==> src/rtl/sd_spi_card_responder.sv <==
`default_nettype none
// ============================================================================
// Module   : sd_spi_card_responder
// Purpose  : Minimal SD card (responder side) in SPI mode 0. Oversamples the
//            host SPI signals in the clk_sys domain, parses 48-bit command
//            frames, checks CRC7, tracks the idle/initialisation state and
//            returns R1/R3/R7 responses on sd_miso.
// Revision : 1.0  initial release
// ----------------------------------------------------------------------------
// Ports
//   clk_sys    in   1  system clock (>= 8x sd_clk)
//   reset_n    in   1  asynchronous active-low reset
//   sd_clk     in   1  SPI clock from host (asynchronous)
//   sd_cs      in   1  chip select from host, active-low
//   sd_mosi    in   1  host-to-card data
//   sd_miso    out  1  card-to-host data
//   card_idle  out  1  R1 idle bit state
//   cmd_valid  out  1  one-cycle pulse per accepted frame
//   cmd_index  out  6  index of last accepted frame
//   cmd_arg    out 32  argument of last accepted frame
//   crc_err    out  1  one-cycle pulse when a frame fails its CRC7 check
// ============================================================================
module sd_spi_card_responder #(
   parameter int NCR_BYTES    = 1,
   parameter int ACMD41_COUNT = 2,
   parameter int CRC_ALWAYS   = 0,
   parameter int CCS          = 1
) (
   input  logic        clk_sys,
   input  logic        reset_n,
   input  logic        sd_clk,
   input  logic        sd_cs,
   input  logic        sd_mosi,
   output logic        sd_miso,
   output logic        card_idle,
   output logic        cmd_valid,
   output logic [5:0]  cmd_index,
   output logic [31:0] cmd_arg,
   output logic        crc_err
);

   localparam logic [6:0] NCR_BITS    = 7'(NCR_BYTES * 8);
   localparam logic [3:0] ACMD_TARGET = 4'(ACMD41_COUNT);
   localparam logic       CRC_ALL     = (CRC_ALWAYS != 0);
   localparam logic       CCS_BIT     = (CCS != 0);

   typedef enum logic [2:0] {
      S_HUNT  = 3'd0,
      S_RECV  = 3'd1,
      S_CHECK = 3'd2,
      S_NCR   = 3'd3,
      S_RESP  = 3'd4
   } state_t;

   // Reset: asserted asynchronously, released synchronously to clk_sys.
   logic [1:0] rst_sync;
   logic       rst_n_int;

   always_ff @(posedge clk_sys or negedge reset_n) begin
      if (!reset_n) rst_sync <= 2'b00;
      else          rst_sync <= {rst_sync[0], 1'b1};
   end
   assign rst_n_int = rst_sync[1];

   // Input synchronisers. sclk_sync[2] is the previous synchronised value
   // used for edge detection. MOSI goes through the same depth as sd_clk so
   // the bit seen at a detected rising edge is the one the host launched.
   logic [2:0] sclk_sync;
   logic [1:0] cs_sync;
   logic [1:0] mosi_sync;
   logic       sclk_rise;
   logic       sclk_fall;

   always_ff @(posedge clk_sys or negedge rst_n_int) begin
      if (!rst_n_int) begin
         sclk_sync <= 3'b000;
         cs_sync   <= 2'b11;
         mosi_sync <= 2'b11;
      end else begin
         sclk_sync <= {sclk_sync[1:0], sd_clk};
         cs_sync   <= {cs_sync[0], sd_cs};
         mosi_sync <= {mosi_sync[0], sd_mosi};
      end
   end

   assign sclk_rise = sclk_sync[1] & ~sclk_sync[2];
   assign sclk_fall = ~sclk_sync[1] & sclk_sync[2];

   // Serial CRC7, polynomial x^7 + x^3 + 1.
   function automatic logic [6:0] crc7_step(input logic [6:0] c, input logic b);
      logic fb;
      fb = c[6] ^ b;
      crc7_step = {c[5:0], 1'b0} ^ (fb ? 7'h09 : 7'h00);
   endfunction

   state_t      state;
   logic [46:0] shreg;      // frame bits 46..0; the start bit is implied
   logic [5:0]  bit_cnt;
   logic [6:0]  crc;
   logic [6:0]  ncr_cnt;
   logic [5:0]  resp_cnt;
   logic [39:0] resp;
   logic        resp_long;
   logic        app_cmd;
   logic [3:0]  acmd_cnt;

   logic [5:0]  frame_idx;
   logic [31:0] frame_arg;
   logic        frame_ok;
   logic        crc_bad;
   logic [5:0]  resp_last;

   assign frame_idx = shreg[45:40];
   assign frame_arg = shreg[39:8];
   assign frame_ok  = shreg[46] & shreg[0];
   assign crc_bad   = (CRC_ALL || frame_idx == 6'd0 || frame_idx == 6'd8) &&
                      (shreg[7:1] != crc);
   assign resp_last = resp_long ? 6'd39 : 6'd7;

   // Command decode: next init state and response for an accepted frame.
   logic        nxt_idle;
   logic        nxt_app;
   logic [3:0]  nxt_cnt;
   logic [39:0] nxt_resp;
   logic        nxt_long;

   always_comb begin
      nxt_idle = card_idle;
      nxt_app  = 1'b0;
      nxt_cnt  = acmd_cnt;
      nxt_long = 1'b0;
      nxt_resp = {5'b00000, 1'b1, 1'b0, card_idle, 32'h0};   // illegal command
      case (frame_idx)
         6'd0: begin
            nxt_idle = 1'b1;
            nxt_cnt  = 4'd0;
            nxt_resp = {8'h01, 32'h0};
         end
         6'd8: begin
            nxt_long = 1'b1;
            nxt_resp = {7'b0, card_idle, 16'h0000, 4'h0, frame_arg[11:8], frame_arg[7:0]};
         end
         6'd55: begin
            nxt_app  = 1'b1;
            nxt_resp = {7'b0, card_idle, 32'h0};
         end
         6'd41: begin
            // Without a preceding CMD55 this falls through as illegal.
            if (app_cmd) begin
               nxt_cnt = (acmd_cnt == 4'hF) ? 4'hF : acmd_cnt + 4'd1;
               if (nxt_cnt >= ACMD_TARGET) nxt_idle = 1'b0;
               nxt_resp = {7'b0, nxt_idle, 32'h0};
            end
         end
         6'd58: begin
            // OCR: busy/power-up bit, CCS, reserved bits 29:24 read 0,
            // voltage window 0xFF80 in bits 23:8.
            nxt_long = 1'b1;
            nxt_resp = {7'b0, card_idle, ~card_idle, CCS_BIT, 6'b000000,
                        8'hFF, 8'h80, 8'h00};
         end
         default: ;
      endcase
   end

   always_ff @(posedge clk_sys or negedge rst_n_int) begin
      if (!rst_n_int) begin
         state     <= S_HUNT;
         sd_miso   <= 1'b1;
         card_idle <= 1'b1;
         cmd_valid <= 1'b0;
         crc_err   <= 1'b0;
         cmd_index <= 6'd0;
         cmd_arg   <= 32'd0;
         shreg     <= 47'd0;
         bit_cnt   <= 6'd0;
         crc       <= 7'd0;
         ncr_cnt   <= 7'd0;
         resp_cnt  <= 6'd0;
         resp      <= 40'd0;
         resp_long <= 1'b0;
         app_cmd   <= 1'b0;
         acmd_cnt  <= 4'd0;
      end else begin
         cmd_valid <= 1'b0;
         crc_err   <= 1'b0;
         if (cs_sync[1]) begin
            // Deselected: drop any partial frame or response. Takes priority
            // over a frame completing on the same cycle.
            state   <= S_HUNT;
            sd_miso <= 1'b1;
            bit_cnt <= 6'd0;
         end else begin
            case (state)
               S_HUNT: begin
                  if (sclk_fall) sd_miso <= 1'b1;
                  if (sclk_rise && !mosi_sync[1]) begin
                     shreg   <= 47'd0;
                     bit_cnt <= 6'd1;
                     crc     <= 7'd0;     // CRC of the single 0 start bit
                     state   <= S_RECV;
                  end
               end
               S_RECV: begin
                  if (sclk_fall) sd_miso <= 1'b1;
                  if (sclk_rise) begin
                     shreg   <= {shreg[45:0], mosi_sync[1]};
                     // Bit received at count c is frame bit 47-c; CRC covers 47..8.
                     if (bit_cnt < 6'd40) crc <= crc7_step(crc, mosi_sync[1]);
                     bit_cnt <= bit_cnt + 6'd1;
                     if (bit_cnt == 6'd47) state <= S_CHECK;
                  end
               end
               S_CHECK: begin
                  if (!frame_ok) begin
                     state <= S_HUNT;
                  end else begin
                     if (crc_bad) begin
                        crc_err   <= 1'b1;
                        resp      <= {4'b0000, 1'b1, 2'b00, card_idle, 32'h0};
                        resp_long <= 1'b0;
                     end else begin
                        cmd_valid <= 1'b1;
                        cmd_index <= frame_idx;
                        cmd_arg   <= frame_arg;
                        card_idle <= nxt_idle;
                        app_cmd   <= nxt_app;
                        acmd_cnt  <= nxt_cnt;
                        resp      <= nxt_resp;
                        resp_long <= nxt_long;
                     end
                     ncr_cnt <= 7'd0;
                     state   <= S_NCR;
                  end
               end
               S_NCR: begin
                  if (sclk_fall) begin
                     sd_miso <= 1'b1;
                     if (ncr_cnt == NCR_BITS - 7'd1) begin
                        resp_cnt <= 6'd0;
                        state    <= S_RESP;
                     end else begin
                        ncr_cnt <= ncr_cnt + 7'd1;
                     end
                  end
               end
               S_RESP: begin
                  if (sclk_fall) begin
                     sd_miso <= resp[39];
                     resp    <= {resp[38:0], 1'b0};
                     // Last bit stays on MISO until the next falling edge,
                     // which HUNT/RECV turn back into idle-high.
                     if (resp_cnt == resp_last) state <= S_HUNT;
                     else                       resp_cnt <= resp_cnt + 6'd1;
                  end
               end
               default: state <= S_HUNT;
            endcase
         end
      end
   end

endmodule
`default_nettype wire

==> config.mk <==
export PLATFORM = sky130hd
export DESIGN_NAME = sd_spi_card_responder
export DESIGN_NICKNAME = d
export VERILOG_FILES = /design/src/rtl/sd_spi_card_responder.sv
export SDC_FILE = /design/constraint.sdc
export NUM_CORES = 1
export LEC_CHECK = 0
export CAP_MARGIN = 5
export CORE_ASPECT_RATIO = 0.75
export CORE_MARGIN = 1.5
export CORE_UTILIZATION = 55
export CTS_CLUSTER_DIAMETER = 120
export DETAILED_ROUTE_END_ITERATION = 10
export PLACE_DENSITY_LB_ADDON = 0.08
export REMOVE_ABC_BUFFERS = 1
export SYNTH_ARGS = -nofsm -noshare
export SYNTH_HDL_FRONTEND = slang
export SYNTH_SLANG_ARGS = --single-unit
==> constraint.sdc <==
create_clock -name clk_sys -period 8.9 [get_ports clk_sys]
set_input_delay 0.89 -clock clk_sys [delete_from_list [all_inputs] [get_ports clk_sys]]
set_output_delay 0.89 -clock clk_sys [all_outputs]
set_load 0.01 [all_outputs]
Word-level counts from Yosys, hierarchy flattened. Index checks and enable logic that the tools add are counted.

$add $sub $neg: 4. Multiplexer cells: 59. Bitwise gates (word level): 10. Reductions and logical operators: 26. Order comparisons: 2. Equality and inequality tests: 31.

Operator list (count): $pmux 35 s5 (1); $mux 40 (3); $mux 47 (2); $pmux 47 s2 (1); $pmux 40 s2 (1); $mux 6 (8); $mux 7 (6); $mux 35 (1); $pmux 7 s2 (2); $eq 6x6->1 const B (4); $mux 3 (8); $pmux 6 s2 (2); $ne 3x3->1 const B (7); $ne 2x2->1 const B (10); $mux 1 (16); $pmux 3 s5 (1); $add 6x1->6 const B (2); $mux 4 (3); $reduce_and 4->1 (3); $reduce_and 6->1 (2); $reduce_and 5->1 (2); $reduce_bool 2->1 (5); $reduce_and 3->1 (3); $pmux 4 s2 (1); other kinds (28) (38).

Bits of input ports: 5. Word-level logic and storage cells: 152. Output and inout bits: 42. Register bits after elaboration: 173.

Longest topological paths before layout. Gate-level depths: netlist of the first run.

Depth in word-level cells: 9. Depth in mapped cells: 8. Depth with buffers taken out: 6.

Least setup slack after synthesis of the first run. No wires, ideal clock.

Kind: reg2reg. Start point: reg shreg[45]. End point: reg cmd_arg[15]. Clock period less this slack: 2.026 ns. Required time: 8.775 ns. Cell stages (with the launch flop): 9. Arrival time: 1.901 ns. Path buffers: 3. Setup time: 0.125 ns. Path slack: 6.874 ns. Cells stage by stage: dfrtp_1 clkbuf_1 or3_1 nor3_2 o21ai_1 nand2_1 buf_4 buf_6 mux2_2.

Word-level cells in the longest chain between the ends: 5. Elaborated cells between the ends (all ways): 6. Those cells by class: 1 x eq/ne; 1 x bitwise; 4 x reduce/logical.

Ends and longest elaborated chain: start, declared (RTL line 97) `logic [46:0] shreg;`; start signal, assigned (RTL line 207) `shreg <= {shreg[45:0], mosi_sync[1]};`; $eq 6x4->1 or $logic_not 6->1 (tied branches) (RTL line 116) `assign crc_bad = (CRC_ALL || frame_idx == 6'd0 || frame_idx == 6'd8) &&`; $logic_or 1x1->1 (*) (RTL line 116); $logic_and 1x1->1 (*) (RTL line 116); $not 1->1 (no line) (*); $reduce_and 4->1 (no line) (*); end signal, assigned (RTL line 225) `cmd_arg <= frame_arg;`; end, declared (RTL line 38) `output logic [31:0] cmd_arg,`.

Every way passes the cells marked *; elsewhere a longest branch is shown, timed or not. A chain may end at the register's enable or synchronous reset.

Worst setup path in the final report of the first run.
Start point: reg state[0]. End point: reg cmd_arg[21].

Word-level cells in the longest chain between the ends: 2.

Ends and longest elaborated chain: start, declared (RTL line 96) `state_t state;`; start signal, assigned (RTL line 168) `state <= S_HUNT;`; start signal, assigned (RTL line 190) `state <= S_HUNT;`; start signal, assigned (RTL line 201) `state <= S_RECV;`; $eq 3x2->1 (RTL line 194) `case (state)`; $reduce_and 4->1 (no line).

Every way passes these cells.

==> results of run 1 <==
## cells by family after synthesis
logic type	Yosys count	share of synthesized area, %
and+or+nand+nor	190	12.6
other	1	0.0508
xor gates and xnor gates	13	1.54
buffers and inverters	52	3.29
adders and majority gates	5	0.847
muxes	44	6.66
AOI/OAI and AO/OA	172	16.4
DFF	173	58.7
## synthesized netlist by cell type, drive strengths merged, types with 4 or more instances
master,count
nor2,19
a22o,48
inv,8
ha,5
nand4,4
nand3,30
nor4,4
a31oi,5
or3,4
nor3,8
a21o,5
nand2,88
xnor2,13
dfstp,6
mux2,41
and3,5
o21ai,51
nand2b,8
dfrtp,167
a32oi,11
a21oi,26
clkbuf,30
buf,14
## worst max path at each step
stage / startpoint / to / cells past startpoint
final: state[0] / cmd_arg[21] / 5
after global routing: state[0] / cmd_arg[21] / 5
after detailed placement: state[0] / cmd_arg[21] / 5
after global placement: state[0] / cmd_arg[21] / 5
after CTS: state[0] / cmd_arg[21] / 5
after floorplan: rst_sync[1] / acmd_cnt[0] / 0
## metal layers
| metal | global-route usage (%) | vias up | wire length (µm) |
|---|---|---|---|
| met5 | 0 | - | 0 |
| met1 | 32.9 | 2565 | 7290 |
| met2 | 34.0 | 99 | 6500 |
| met3 | 3.95 | 18 | 554 |
| li1 | - | 2406 | - |
| met4 | 7.29 | 0 | 202 |
## metrics by stage
step | util, % | worst slack (ns) | area, µm² | hold WS (ns)
6_report | 65.0 | 5.76 | 8490 | 0.328
5_1_grt | 65.0 | 5.50 | 8490 | 0.362
3_3_place_gp | 60.6 | 5.84 | 7920 | 0.333
2_1_floorplan | - | 3.73 | 7170 | 0.331
4_1_cts | 65.0 | 5.73 | 8490 | 0.355
3_5_place_dp | 60.6 | 5.73 | 7920 | 0.340
## critical path, stage by stage, from the launching register on
cell	delay, ns
dfrtp_1	0.50
nand2b_1	0.21
or3_1	0.50
nor2_1	0.55
nand2_2	0.71
mux2_1	0.54
## state kept, by name, summed over array words and instances (netlist names)
name       cells
app_cmd        1
cmd_index      6
cmd_valid      1
mosi_sync      2
card_idle      1
resp          40
crc            7
state          3
sd_miso        1
crc_err        1
acmd_cnt       4
ncr_cnt        7
cmd_arg       32
rst_sync       2
shreg         47
resp_cnt       6
bit_cnt        6
sclk_sync      3
resp_long      1
cs_sync        2
## power by group through the flow
| stage | Sequential, mW | Combinational, mW | Clock, mW |
|---|---|---|---|
| after floorplan | 0.820 | 0.0156 | 0 |
| final | 0.800 | 0.0368 | 0.714 |
| after detailed placement | 0.815 | 0.0372 | 0 |
| after global placement | 0.814 | 0.0363 | 0 |
| after global routing | 0.801 | 0.0421 | 0.762 |
| after CTS | 0.800 | 0.0374 | 0.728 |
## final cells by class
class / count / area (µm²) / area share, %
repair buffers: 53 / 513 / 6.04
well taps: 171 / 214 / 2.52
flip-flops and latches: 173 / 4340 / 51.1
inverters: 8 / 30.0 / 0.354
clock inverters: 14 / 131 / 1.55
clock buffers: 18 / 439 / 5.17
multi-input cells: 425 / 2820 / 33.2
==> summary.md, run 1 <==
| Metric | Value |
|---|---|
| Status | finished clean |
| Internal Pwr Total | 1.20 mW |
| Async set-reset flop share out of synthesis | 100% |
| Clk buf depth | 2 |
| Initial Util | 56.6% |
| Synthesis-stage register bit count | 173 |
| Vias per inst | 5.90 |
| RR Startpoint | state[0] |
| Yosys warning count | 0 |
| DRT Wirelength | 14500 µm |
| FMAX | 318 MHz |
| Fin crit period | 3.14 ns |
| Initial antenna violation count | 0 |
| Critical Path RT | 9.20 ns |
| Cells on worst reg2reg path | 5 |
| DR iter-0 viols | 384 |
| Global placement routability congestion | 0.862 |
| Clk pwr share | 46.1% |
| RSZ-0062 raised after global routing | false |
| IO Pins | 47 |
| Fin cells | 862 |
| Postcts setup bufs | 0 |
| Worst setup SP type | flop |
| Fillcell total | 1013 |
| Synth area leaders | dfrtp_1 57%, mux2_2 6.1%, a22o_1 5.7% |
| Via count | 5088 |
| CTS tree | done |
| Flop pwr share | 51.6% |
| Overall power | 1.55 mW |
| Share of cells above drive strength 1 | 14.8% |
| Yosys cell types | 66 |
| WS Path Type | reg2reg |
| Detailed-router iteration count before antenna repair | 5 |
| Synth area leader | dfrtp_1 |
| Num CTS Buffers | 17 |
| Max-slew headroom | 26.7% |
| Die span in x | 137 µm |
| Post-synth EDFFs | 0 |
| Gate power share | 2.4% |
| Die area | 14100 µm² |
| Clock sinks | 173 |
| Most common cell after layout, fill and taps aside | dfrtp_1 |
| First-pass GRT wire length | 24600 µm |
| Largest net degree at the start of global routing | 76 |
| Crit-path max FO | 39 |
| CTS root buf | clkbuf_16 |
| Vias in the first global route | 4898 |
| Syn avg cell area | 11.4 µm² |
| R2r setup slk | 5.76 ns |
| Crit. End Element | flop |
| DR DRC count | 0 |
| Synth top area share | 56.6% |
| Switching portion of total power | 22.8% |
| H-tree depth | 4 |
| WP data arrival | 3.45 ns |
| PortBufs | 46 |
| Post-synthesis sequential area ratio | 58.7% |
| Period utilisation layout | 35.3% |
| Chip height | 103 µm |
| Cells after synthesis | 650 |
| Placed Cells | 830 |
| Clock Latency Late Sink | 0.42 ns |
| Max Slew Vio Count | 0 |
| Setup TNS | 0 ns |
| Post-DRT Antenna Nets | 0 |
| ANT cells | 0 |
| Post-CTS Resized | 0 |
| Final setup fails | 0 |
| PD cells | 183 nW/µm² |
| Clk slew on worst S/H paths | 0.07 ns |
| Area delta synth->final | 14.9% |
| Hold Crit Class | reg2async |
| Synthesized cell area | 7390 µm² |
| Global Route Usage Sum | 22.3% |
| Cts hold-fix bufs | 0 |
| Tightest Pin Transition | 1.09 ns |
| Mean routed wirelength per cell | 16.9 µm |
| Switch Pwr | 353 µW |
| Total gr overflow | 0 |
| Nets@finish | 688 |
| Most frequent cells in the layout | 166 x dfrtp_1, 87 x nand2_1, 48 x a22o_1 |
| Reg2reg end | cmd_arg[21] |
| Final-report hold violation count | 0 |
| Final Skew | 0.0107 ns |
| Placement Rows | 36 |
| Hpwl dp | 9160 µm |
| Primary FF master, synth | dfrtp_1 |
| Max-cap violations | 0 |
| Core ar. | 13100 µm² |
| Lkg Pwr | 3.89 nW |
| VDD IR-drop max | 0.000134 V |
(Power assumes the default switching activity.)
==> run 2, diff against run 1 <==
CORE_UTILIZATION = 53   (was 55)
clock period = 2.59 ns   (was 8.9 ns; I/O delays follow)
==> run 2 against run 1 <==
Register-to-register slack got worse by 5.5 ns. Via count increased by 0.29%. Routed wire length decreased by 0.21%. Critical path depth unchanged. Largest cell class unchanged. Combinational power increased to 3.8 times the previous value. Worst setup slack got worse by 5.5 ns. Hold slack got worse by 0.097 ns. Cell count increased by 1.4%. Critical endpoint is now acmd_cnt[0]. Highest routed layer unchanged. The run now ends with DRC left. Sequential share of layout area decreased by 0.77 points.
==> summary.md, run 2 (same netlist as run 1, synthesis figures left out) <==
| Metric | Value |
|---|---|
| Status | finished, violations left |
| Failing checks | DRC |
| Global Route Usage Sum | 21.4% |
| Max Slew Vio Count | 0 |
| Final setup fails | 0 |
| DR DRC count | 5 |
| Clk buf depth | 2 |
| Final setup margin | 0.260 ns |
| Core ar. | 13700 µm² |
| Total gr overflow | 0 |
| Max reg flops | 47 |
| VDD IR-drop max | 0.000492 V |
| Critical Path RT | 2.90 ns |
| Top Layer Used | met4 |
| Tightest Pin Transition | 0.827 ns |
| Lkg Pwr | 3.94 nW |
| Vias in the first global route | 4980 |
| Wire length on met3 | 620 µm |
| IO Pins | 47 |
| DRT Wirelength | 14500 µm |
| Crit. End Element | flop |
| Area delta synth->final | 16.7% |
| DR iter-0 viols | 335 |
| Setup slack at placement | 0.185 ns |
| Hold Crit Class | in2reg |
| PortBufs | 46 |
| Met2 wire len | 6490 µm |
| First-pass GRT wire length | 24900 µm |
| Setup crit start | shreg[41] |
| H-tree depth | 4 |
| Initial Util | 54.1% |
| Post-DRT Antenna Nets | 0 |
| Max-cap violations | 0 |
| Worst setup SP type | flop |
| WS Path Type | reg2reg |
| Clock Latency Late Sink | 0.43 ns |
| Fin crit period | 2.33 ns |
| Hpwl dp | 9220 µm |
| Clk slew on worst S/H paths | 0.06 ns |
| Die span in x | 139 µm |
| Num CTS Buffers | 17 |
| Period utilisation layout | 89.9% |
| R2r setup slk | 0.26 ns |
| Chip height | 105 µm |
| Vias per inst | 5.84 |
| PD cells | 616 nW/µm² |
| Max-slew headroom | 44.8% |
| Via count | 5103 |
| Largest Register | shreg |
| Placement Rows | 37 |
| FMAX | 429 MHz |
| Clock sinks | 173 |
| CTS tree | done |
| Largest net degree at the start of global routing | 66 |
| Crit-path max FO | 12 |
| Nets@finish | 696 |
| Wire length on met1 | 7180 µm |
| Final-report hold violation count | 0 |
| WP data arrival | 2.64 ns |
| CTS root buf | clkbuf_16 |
| RR Startpoint | shreg[41] |
| Final Skew | 0.00982 ns |
| Mean routed wirelength per cell | 16.6 µm |
| Most frequent cells in the layout | 166 x dfrtp_1, 87 x nand2_1, 48 x a22o_1 |
| Share of cells above drive strength 1 | 15.5% |
| Hold wc startpoint | sd_cs |
| Fin Hold WS | 0.231 ns |
| RSZ-0062 raised after global routing | false |
| Global placement routability congestion | 0.841 |
| ANT cells | 0 |
| Initial antenna violation count | 0 |
| Most common cell after layout, fill and taps aside | dfrtp_1 |
| Regs by FF count | shreg (47), resp (40), cmd_arg (32) |
| Detailed-router iteration count before antenna repair | 8 |
| Die area | 14700 µm² |
## run 2: cell count changes in the layout (fill, tap and decap cells not counted), moves of 2 or more
| cell | previous run | this run |
|---|---|---|
| buf_12 | 0 | 5 |
| inv_6 | 4 | 1 |
| buf_4 | 7 | 9 |
| clkinv_4 | 2 | 4 |
## run 2: where the power goes
part           internal, mW  switching [mW]
Combinational        0.0391           0.101
Sequential             2.72          0.0254
Clock                  1.35            1.07
Total                  4.11            1.20
## run 2: path summary, 6_finish.rpt
check / endpoint / cells after the start
max in group asynchronous: mosi_sync[0] / 1
max: acmd_cnt[0] / 5
min: cs_sync[0] / 1
min in group asynchronous: resp[9] / 0
max reg2reg: acmd_cnt[0] / 5
min reg2reg: resp[9] / 0
## run 2: repair_timing
item                       4_1_cts  5_1_grt
gates resized for setup          0        1
buffers inserted                 0        0
hold endpoints to repair         2        0
hold buffers                     1        0
setup endpoints to repair        0        7
## run 2: worst max-delay path, stage by stage (launching register included)
cell and delay (ns):
dfrtp_1 0.54, nor4b_1 0.49, and3_1 0.31, a21o_1 0.24, and3_1 0.28, mux2_2 0.36
## run 2: final cells by class
cell class,count,area [µm²]
tap,175,219
sequential,173,4340
timing repair buffer,61,638
clock inverter,13,119
clock buffer,19,443
inverter,8,30.0
fill,1043,5040
multi-input combinational,425,2830
## run 2: metrics by stage
stage / util [%] / TNS [ns] / instance area, µm² / std cells / power [mW]
2_1_floorplan: - / -585.67 / 7170 / 606 / 2.87
3_3_place_gp: 58.9 / 0 / 8040 / 841 / 2.93
3_5_place_dp: 58.9 / 0 / 8040 / 841 / 2.94
4_1_cts: 63.0 / 0 / 8610 / 874 / 5.36
5_1_grt: 63.1 / 0 / 8620 / 874 / 5.48
6_report: 63.1 / 0 / 8620 / 874 / 5.31
## run 2: per-layer routing
metal,GRT usage (%),vias up
li1,-,2416
met1,30.9,2543
met2,31.2,127
met3,4.77,17
met4,8.97,0
met5,0,-
==> run 3, diff against run 2 <==
SLEW_MARGIN = 20   (was not set)
==> results of run 3 <==
Final layout, timing and power as in run 2 (identical DEF).
